File: config.mk
export PLATFORM = sky130hd
export DESIGN_NAME = elastic_shift_fifo
export DESIGN_NICKNAME = d
export VERILOG_FILES = /design/src/rtl/elastic_shift_fifo_pkg.sv /design/src/rtl/elastic_shift_fifo_shifter.sv /design/src/rtl/elastic_shift_fifo.sv
export SDC_FILE = /design/constraint.sdc
export NUM_CORES = 1
export LEC_CHECK = 0
export BUFFER_PORTS_ARGS = -buffer_cell sky130_fd_sc_hd__buf_4
export CORE_MARGIN = 8
export CORE_UTILIZATION = 40
export DETAILED_ROUTE_END_ITERATION = 6
export PLACE_DENSITY = 0.62
export SYNTH_ARGS = -nofsm -noshare
export SYNTH_HDL_FRONTEND = slang
export SYNTH_SLANG_ARGS = --single-unit
File: constraint.sdc
create_clock -name clk -period 12.16 [get_ports clk]
set_input_delay 0.608 -clock clk [delete_from_list [all_inputs] [get_ports clk]]
set_output_delay 0.608 -clock clk [all_outputs]
set_load 0.005 [all_outputs]
File: src/rtl/elastic_shift_fifo_pkg.sv
// Shared constants and helpers for the elastic shift FIFO slice.
package elastic_pkg;

  localparam int SAT_MODE_TRUNC = 0;
  localparam int SAT_MODE_SAT   = 1;

  // Address width that never collapses to zero bits, so a pointer always
  // has at least one index bit plus the wrap bit.
  function automatic int clog2_min1(input int n);
    return (n <= 2) ? 1 : $clog2(n);
  endfunction

endpackage

File: src/rtl/elastic_shift_fifo_shifter.sv
// Combinational left shifter with optional saturation on lost high bits.
module elastic_shifter
  import elastic_pkg::*;
#(
  parameter int DATA_W = 32,
  localparam int SH_W  = $clog2(DATA_W)
) (
  input  logic [DATA_W-1:0] data_i,
  input  logic [SH_W-1:0]   shamt_i,
  input  logic              mode_i,
  output logic [DATA_W-1:0] result_o,
  output logic              sat_o
);

  logic [DATA_W-1:0] shifted;
  logic [DATA_W-1:0] lostMask;
  logic              overflow;

  // Shift, find any set bit among the top shamt bits, clamp to all-ones when saturating.
  always_comb begin
    shifted  = data_i << shamt_i;
    lostMask = ~({DATA_W{1'b1}} >> shamt_i);
    overflow = |(data_i & lostMask);
    result_o = shifted;
    sat_o    = 1'b0;
    if (mode_i && overflow) begin
      result_o = '1;
      sat_o    = 1'b1;
    end
  end

endmodule

File: src/rtl/elastic_shift_fifo.sv
// Elastic shift FIFO: shifts words on entry, buffers them in a circular
// FIFO and presents them on a valid/ready initiator port.
module elastic_shift_fifo
  import elastic_pkg::*;
#(
  parameter int DATA_W   = 32,
  parameter int DEPTH    = 4,
  parameter int SAT_MODE = SAT_MODE_TRUNC,
  localparam int SH_W    = $clog2(DATA_W),
  localparam int CNT_W   = $clog2(DEPTH + 1)
) (
  input  logic              clk,
  input  logic              rst,
  input  logic [DATA_W-1:0] t0_data,
  input  logic [SH_W-1:0]   t0_shamt,
  input  logic              t0_valid,
  output logic              t0_ready,
  output logic [DATA_W-1:0] i0_data,
  output logic              i0_sat,
  output logic              i0_valid,
  input  logic              i0_ready,
  input  logic              flush,
  output logic [CNT_W-1:0]  count
);

  localparam int AW = clog2_min1(DEPTH);
  localparam int PW = AW + 1;
  localparam logic [PW-1:0] PTR_ONE = PW'(1);
  localparam logic SAT_EN = (SAT_MODE == SAT_MODE_SAT);

  logic [DATA_W-1:0] dataMem_q [DEPTH];
  logic              satMem_q  [DEPTH];
  logic [PW-1:0]     wr_q, wr_d;
  logic [PW-1:0]     rd_q, rd_d;
  logic              ready_q, ready_d;
  logic [DATA_W-1:0] shResult;
  logic              shSat;
  logic              push;
  logic              pop;
  logic [PW-1:0]     occupancy;

  elastic_shifter #(
    .DATA_W (DATA_W)
  ) u_shifter (
    .data_i   (t0_data),
    .shamt_i  (t0_shamt),
    .mode_i   (SAT_EN),
    .result_o (shResult),
    .sat_o    (shSat)
  );

  assign push      = t0_valid && ready_q;
  assign pop       = i0_valid && i0_ready;
  assign t0_ready  = ready_q;
  assign i0_valid  = (wr_q != rd_q);
  assign i0_data   = dataMem_q[rd_q[AW-1:0]];
  assign i0_sat    = satMem_q[rd_q[AW-1:0]];
  assign occupancy = wr_q - rd_q;
  assign count     = CNT_W'(occupancy);

  // Next pointers with flush taking priority; ready is precomputed from the next occupancy.
  always_comb begin
    wr_d = wr_q;
    rd_d = rd_q;
    if (flush) begin
      wr_d = '0;
      rd_d = '0;
    end else begin
      if (push) wr_d = wr_q + PTR_ONE;
      if (pop)  rd_d = rd_q + PTR_ONE;
    end
    ready_d = !((wr_d[AW] != rd_d[AW]) && (wr_d[AW-1:0] == rd_d[AW-1:0]));
  end

  // Pointer and ready registers; ready stays low while reset is held.
  always_ff @(posedge clk or posedge rst) begin
    if (rst) begin
      wr_q    <= '0;
      rd_q    <= '0;
      ready_q <= 1'b0;
    end else begin
      wr_q    <= wr_d;
      rd_q    <= rd_d;
      ready_q <= ready_d;
    end
  end

  // Storage array; a word arriving during flush is never written.
  always_ff @(posedge clk or posedge rst) begin
    if (rst) begin
      for (int i = 0; i < DEPTH; i++) begin
        dataMem_q[i] <= '0;
        satMem_q[i]  <= 1'b0;
      end
    end else if (push && !flush) begin
      dataMem_q[wr_q[AW-1:0]] <= shResult;
      satMem_q[wr_q[AW-1:0]]  <= shSat;
    end
  end

endmodule
Word level (Yosys, flattened, before mapping):

Index checks and enable logic that the tools add are counted.

* output and inout port bits: 38
* logic and storage cells: 47
* input port bits: 42
* register bits after elaboration: 139

* bitwise gates (word level): 4
* $lt $le $gt $ge: 3
* shift operators: 1
* equal/unequal tests: 3
* add/sub/neg operators: 3
* reductions and logical operators: 7
* multiplexer cells: 15

Operator list (count)
* 128-bit bitwise mux: 1
* 32-bit two-way mux: 3
* 32-bit binary-select mux with 2-bit select: 1
* 32-bit demux with 2-bit select: 1
* 32-bit by 5-bit << shifter with 32-bit output: 1
* 3-bit two-way mux: 4
* 3-bit by 1-bit adder with 3-bit output (second input constant): 2
* 3-bit greater-or-equal comparator (second input constant): 2
* 2-bit NOT with 3-bit output: 2
* 1-bit logical AND: 5
* 4-bit AND: 1
* 4-bit NOT: 1
* 3-bit by 1-bit < comparator with 1-bit output (second input constant): 1
* 1-bit two-way mux: 3
* 3-bit inequality test: 1
* 3-bit subtractor: 1
* 1-bit binary-select mux with 2-bit select: 1
* 1-bit demux with 2-bit select: 1
* 2-bit == test: 1
* 1-bit logical NOT: 2
* 1-bit inequality test: 1

Longest topological paths before layout:

* depth in word-level cells: 7
* depth in mapped cells: 9
* gate-level depth less buffers: 7

Modules after synthesis:

A second synthesis with hierarchy kept.

* cell total of the unflattened synthesis: 675
* area total of the unflattened synthesis: 8658.3 um^2

Modules (own cells, without submodules)
* elastic_shift_fifo: instances 1, cells each 370, seq. area each 3478.3 um^2, area an instance 6164.7 um^2
* elastic_shifter: instances 1, cells each 305, seq. area each 0.0 um^2, area an instance 2493.6 um^2

Worst setup path before layout:

No wires, ideal clock.

* kind: flip-flop to flip-flop
* start point: reg rd_q[1]
* end point: reg ready_q, in the netlist t0_ready
* data required time: 12.027 ns
* path buffers: 2
* arrival time: 2.208 ns
* setup time: 0.133 ns
* path slack: 9.819 ns
* cell stages (with the launch flop): 10
* clock period less this slack: 2.341 ns
* cell sequence: dfrtp_1 > clkbuf_1 > clkbuf_1 > inv_1 > ha_1 > and3b_1 > a211o_1 > a21oi_1 > xor2_1 > nand4_1

* word-level cells in the longest chain between the ends: 7
* elaborated cells on any way between the ends: 9
* classes of those cells: add/sub: 1; eq/ne: 3; mux: 2; reduce/logical: 3

RTL lines
* start: declaration: line elastic_shift_fifo.sv:34 `logic [PW-1:0] rd_q, rd_d;`
* start signal: assignment: line elastic_shift_fifo.sv:83 `rd_q <= rd_d;`
* branches (longest 2 deep; another with 3-bit by 1-bit adder with 3-bit output)
* 3-bit two-way mux *: line elastic_shift_fifo.sv:70 `if (pop) rd_d = rd_q + PTR_ONE;`
* 3-bit two-way mux *: line elastic_shift_fifo.sv:65 `if (flush) begin`
* net rd_d[2]: line elastic_shift_fifo.sv:34
* 1-bit inequality test *: line elastic_shift_fifo.sv:72 `ready_d = !((wr_d[AW] != rd_d[AW]) && (wr_d[AW-1:0] == rd_d[AW-1:0]));`
* 1-bit logical AND *: line elastic_shift_fifo.sv:72
* 1-bit logical NOT *: line elastic_shift_fifo.sv:72
* net ready_d: line elastic_shift_fifo.sv:35 `logic ready_q, ready_d;`
* end signal: assignment: line elastic_shift_fifo.sv:84 `ready_q <= ready_d;`
* end: declaration: line elastic_shift_fifo.sv:35

Mark *: on every way through the listed nets, which the timed path passes.
A chain may end at the register's enable or synchronous reset.

Final worst setup path:

* start point: reg rd_q[1]
* end point: out i0_sat

* word-level cells in the longest chain between the ends: 4

RTL lines
* 2-bit NOT with 3-bit output (implied by the code): line elastic_shift_fifo.sv:57 `assign i0_sat = satMem_q[rd_q[AW-1:0]];`
* 1-bit binary-select mux with 2-bit select: line elastic_shift_fifo.sv:57
* 1-bit two-way mux (implied by the code) (2 in series): line elastic_shift_fifo.sv:57
* end: declaration: line elastic_shift_fifo.sv:19 `output logic i0_sat,`

No other way between the ends. The select of a mux whose other input is x is not followed.

==> metrics.cfg <==
[yosys]
yosys_warnings = 0
synth_cell_types = 59
syn_avg_cell_area_sq_um = 10.8
seq_area_frac_synth_pct = 41.6
ys.flop_type = dfrtp_1
syn_nets = 825
syn_inst = 775
synth_edf_count = 0
ys_seq_elements = 139
synthArstFlopShare_pct = 100
syn_area_sq_um = 8360

[timing]
slew_violations = 0
setup_tns_ns = 0
period_needed_ns = 2.79
setup_viol = 0
worst_pin_slew_ns = 1.00
timing.fmax_mhz = 358
hold_viol = 0
skew_ns = 0.00802
setup_ws_ns = 9.37
rsz0062_at_grt = no
post-route-period-util_pct = 23.0
slew_headroom_pct = 33.3

[clock_network]
postCtsSetupBuffers = 0
h-tree-depth = 4
cts-resized-gates = 0
clockBufferDepth = 2
cts_sinks = 139
cts_made_buffers = 17
clkSlewWorstSetupHoldPaths_ns = 0.06
clock_latency_ns = 0.42
root_buffer = clkbuf_16
hold_buffers = 0
cts_tree = built

[pwr]
ir_drop_uv = 74.7
leakage_uw = 0.00417
power.density_nw_per_um2 = 157

[run_status]
outcome = complete, no violations

[cells_and_area]
fillers = 1940
diodes = 0
syn_to_final_growth_pct = 15.8
regArea_sq_um = 3480
final_layout_size_suffix_gt1_share_pct = 25.8
fin_nets = 868
multi_input_area_sq_um = 4540
instances_no_fill = 1105

[grt]
grt_pass1_wl_microns = 36200
grt_max_degree = 79
grt_overflow = 0
grt.total_usage_pct = 17.7
antenna_found_initial = 0
grt_pass1_vias = 6390

[worst_setup_path]
reg2reg_slack_ns = 9.61
path_max_fanout = 37
path_cells = mux4_2 > buf_4
start_kind = flip-flop
crit_required_ns = 11.55
arrival_ns = 2.19
critPathKind = reg -> out
path_buf_inv = 1
path_delay_family = flip-flops
crit_path_top_delay_cell = dfrtp_2
crit_path_end_kind = output pin
cpPeakStageDelay_ns = 1.02

[route]
avgRoutedWirePerCell_microns = 20.2
dr_total_vias = 6375
route.detailed.drc = 0
first_pass_iters = 7
vias_per_cell = 5.77
drtAntennaViolNets = 0
wirelength_microns = 22300
drt_iter0_drc = 736

[placed_design]
port_buffers = 79
gp_congestion = 0.923
placed_cells = 1074
dp_slack_ns = 9.13
dp.final_hpwl_microns = 15100

[floorplan]
die_y_microns = 161
rows = 53
ioPinCount = 80
die_w_microns = 161
start_util_pct = 40.3
coreArea_sq_um = 20800
dieArea_sq_um = 25800

[worst_hold_path]
min_path_type = in -> async

[flow_run]
cap_viol_max_count = 0

cell type report:
class | instances | share of cell area [%]
Multi-Input combinational cell | 563 | 46.9
Clock buffer | 21 | 4.97
Clock inverter | 10 | 1.45
Tap cell | 275 | 3.56
Timing Repair Buffer | 85 | 6.60
Inverter | 12 | 0.517
Sequential cell | 139 | 36.0
worst register-to-register path, stage by stage, from the launching register on:
cell and delay (ns):
dfrtp_2 1.02, inv_1 0.11, ha_1 0.36, and3b_1 0.18
a211o_1 0.26, a21oi_1 0.20, xor2_1 0.17, nand4_1 0.12
report_power, final:
| group | internal (uW) | switching [uW] | total (uW) |
|---|---|---|---|
| Clock | 343 | 193 | 536 |
| Combinational | 193 | 189 | 382 |
| Sequential | 553 | 50.1 | 603 |
synthesized netlist by cell type (11+ instances only):
master / n / share of area [%]
nor2_1: 28 / 1.3
a21oi_1: 14 / 0.84
dfrtp_1: 139 / 42
buf_2: 14 / 0.84
mux4_1: 11 / 3.5
mux2_2: 16 / 2.2
mux2i_1: 34 / 4.1
nand2_1: 158 / 7.1
o21ai_0: 111 / 6.6
inv_1: 11 / 0.49
mux4_2: 60 / 16
nand3_1: 15 / 0.90
clkbuf_1: 37 / 1.7
routing by layer:
layer,routed length (microns),global-route usage (%),vias to the layer above
met2,10000,25.9,256
met1,10200,25.0,3133
met5,0,0,-
li1,-,-,2956
met3,1740,5.14,30
met4,385,4.93,0
kinds of logic (layout without fill, tap and decap cells):
group	Yosys count	count (layout)	share of synthesized area, %
adders and majority gates	8	8	1.29
buffers and inverters	73	128	4.18
and+or+nand+nor	234	234	11.8
xor gates and xnor gates	6	6	0.629
DFF	139	139	41.6
muxes	121	121	25.9
AOI/OAI and AO/OA	194	194	14.6
placed cells by master, fill, tap and decap left out, types with 8 or more instances in the layout:
| master | n |
|---|---|
| nand2_1 | 154 |
| mux2i_1 | 34 |
| and2_1 | 8 |
| mux2_2 | 16 |
| mux4_2 | 60 |
| o21ai_0 | 111 |
| clkbuf_16 | 17 |
| a21oi_1 | 14 |
| mux4_1 | 11 |
| nand3_1 | 15 |
| nor2_1 | 28 |
| inv_1 | 10 |
| buf_4 | 85 |
| nand2b_1 | 8 |
| dfrtp_1 | 137 |
final timing paths:
check | from | to | cells after the start
setup reg to reg | rd_q[1] | t0_ready | 7
max in group asynchronous | rst | dataMem_q[82] | 3
setup / recovery | rd_q[1] | i0_sat | 2
hold reg to reg | dataMem_q[65] | dataMem_q[65] | 2
min in group clk | flush | rd_q[1] | 2
hold / removal | rst | dataMem_q[97] | 2
state kept, by name (all words and copies together) (netlist names):
| name | cells |
|---|---|
| dataMem_q | 128 |
| satMem_q | 4 |
| wr_q | 3 |
| t0_ready | 1 |
| rd_q | 3 |
stage by stage:
stage,hold WS (ns),utilization (%),area (sq um),total power (uW)
floorplan,0.438,-,8360,854
global placement,0.455,43.6,9050,990
detailed placement,0.461,43.6,9050,999
CTS,0.339,46.6,9670,1540
global route,0.375,46.6,9670,1610
finish,0.316,46.6,9670,1520
Power figures use the tool's default switching activity.
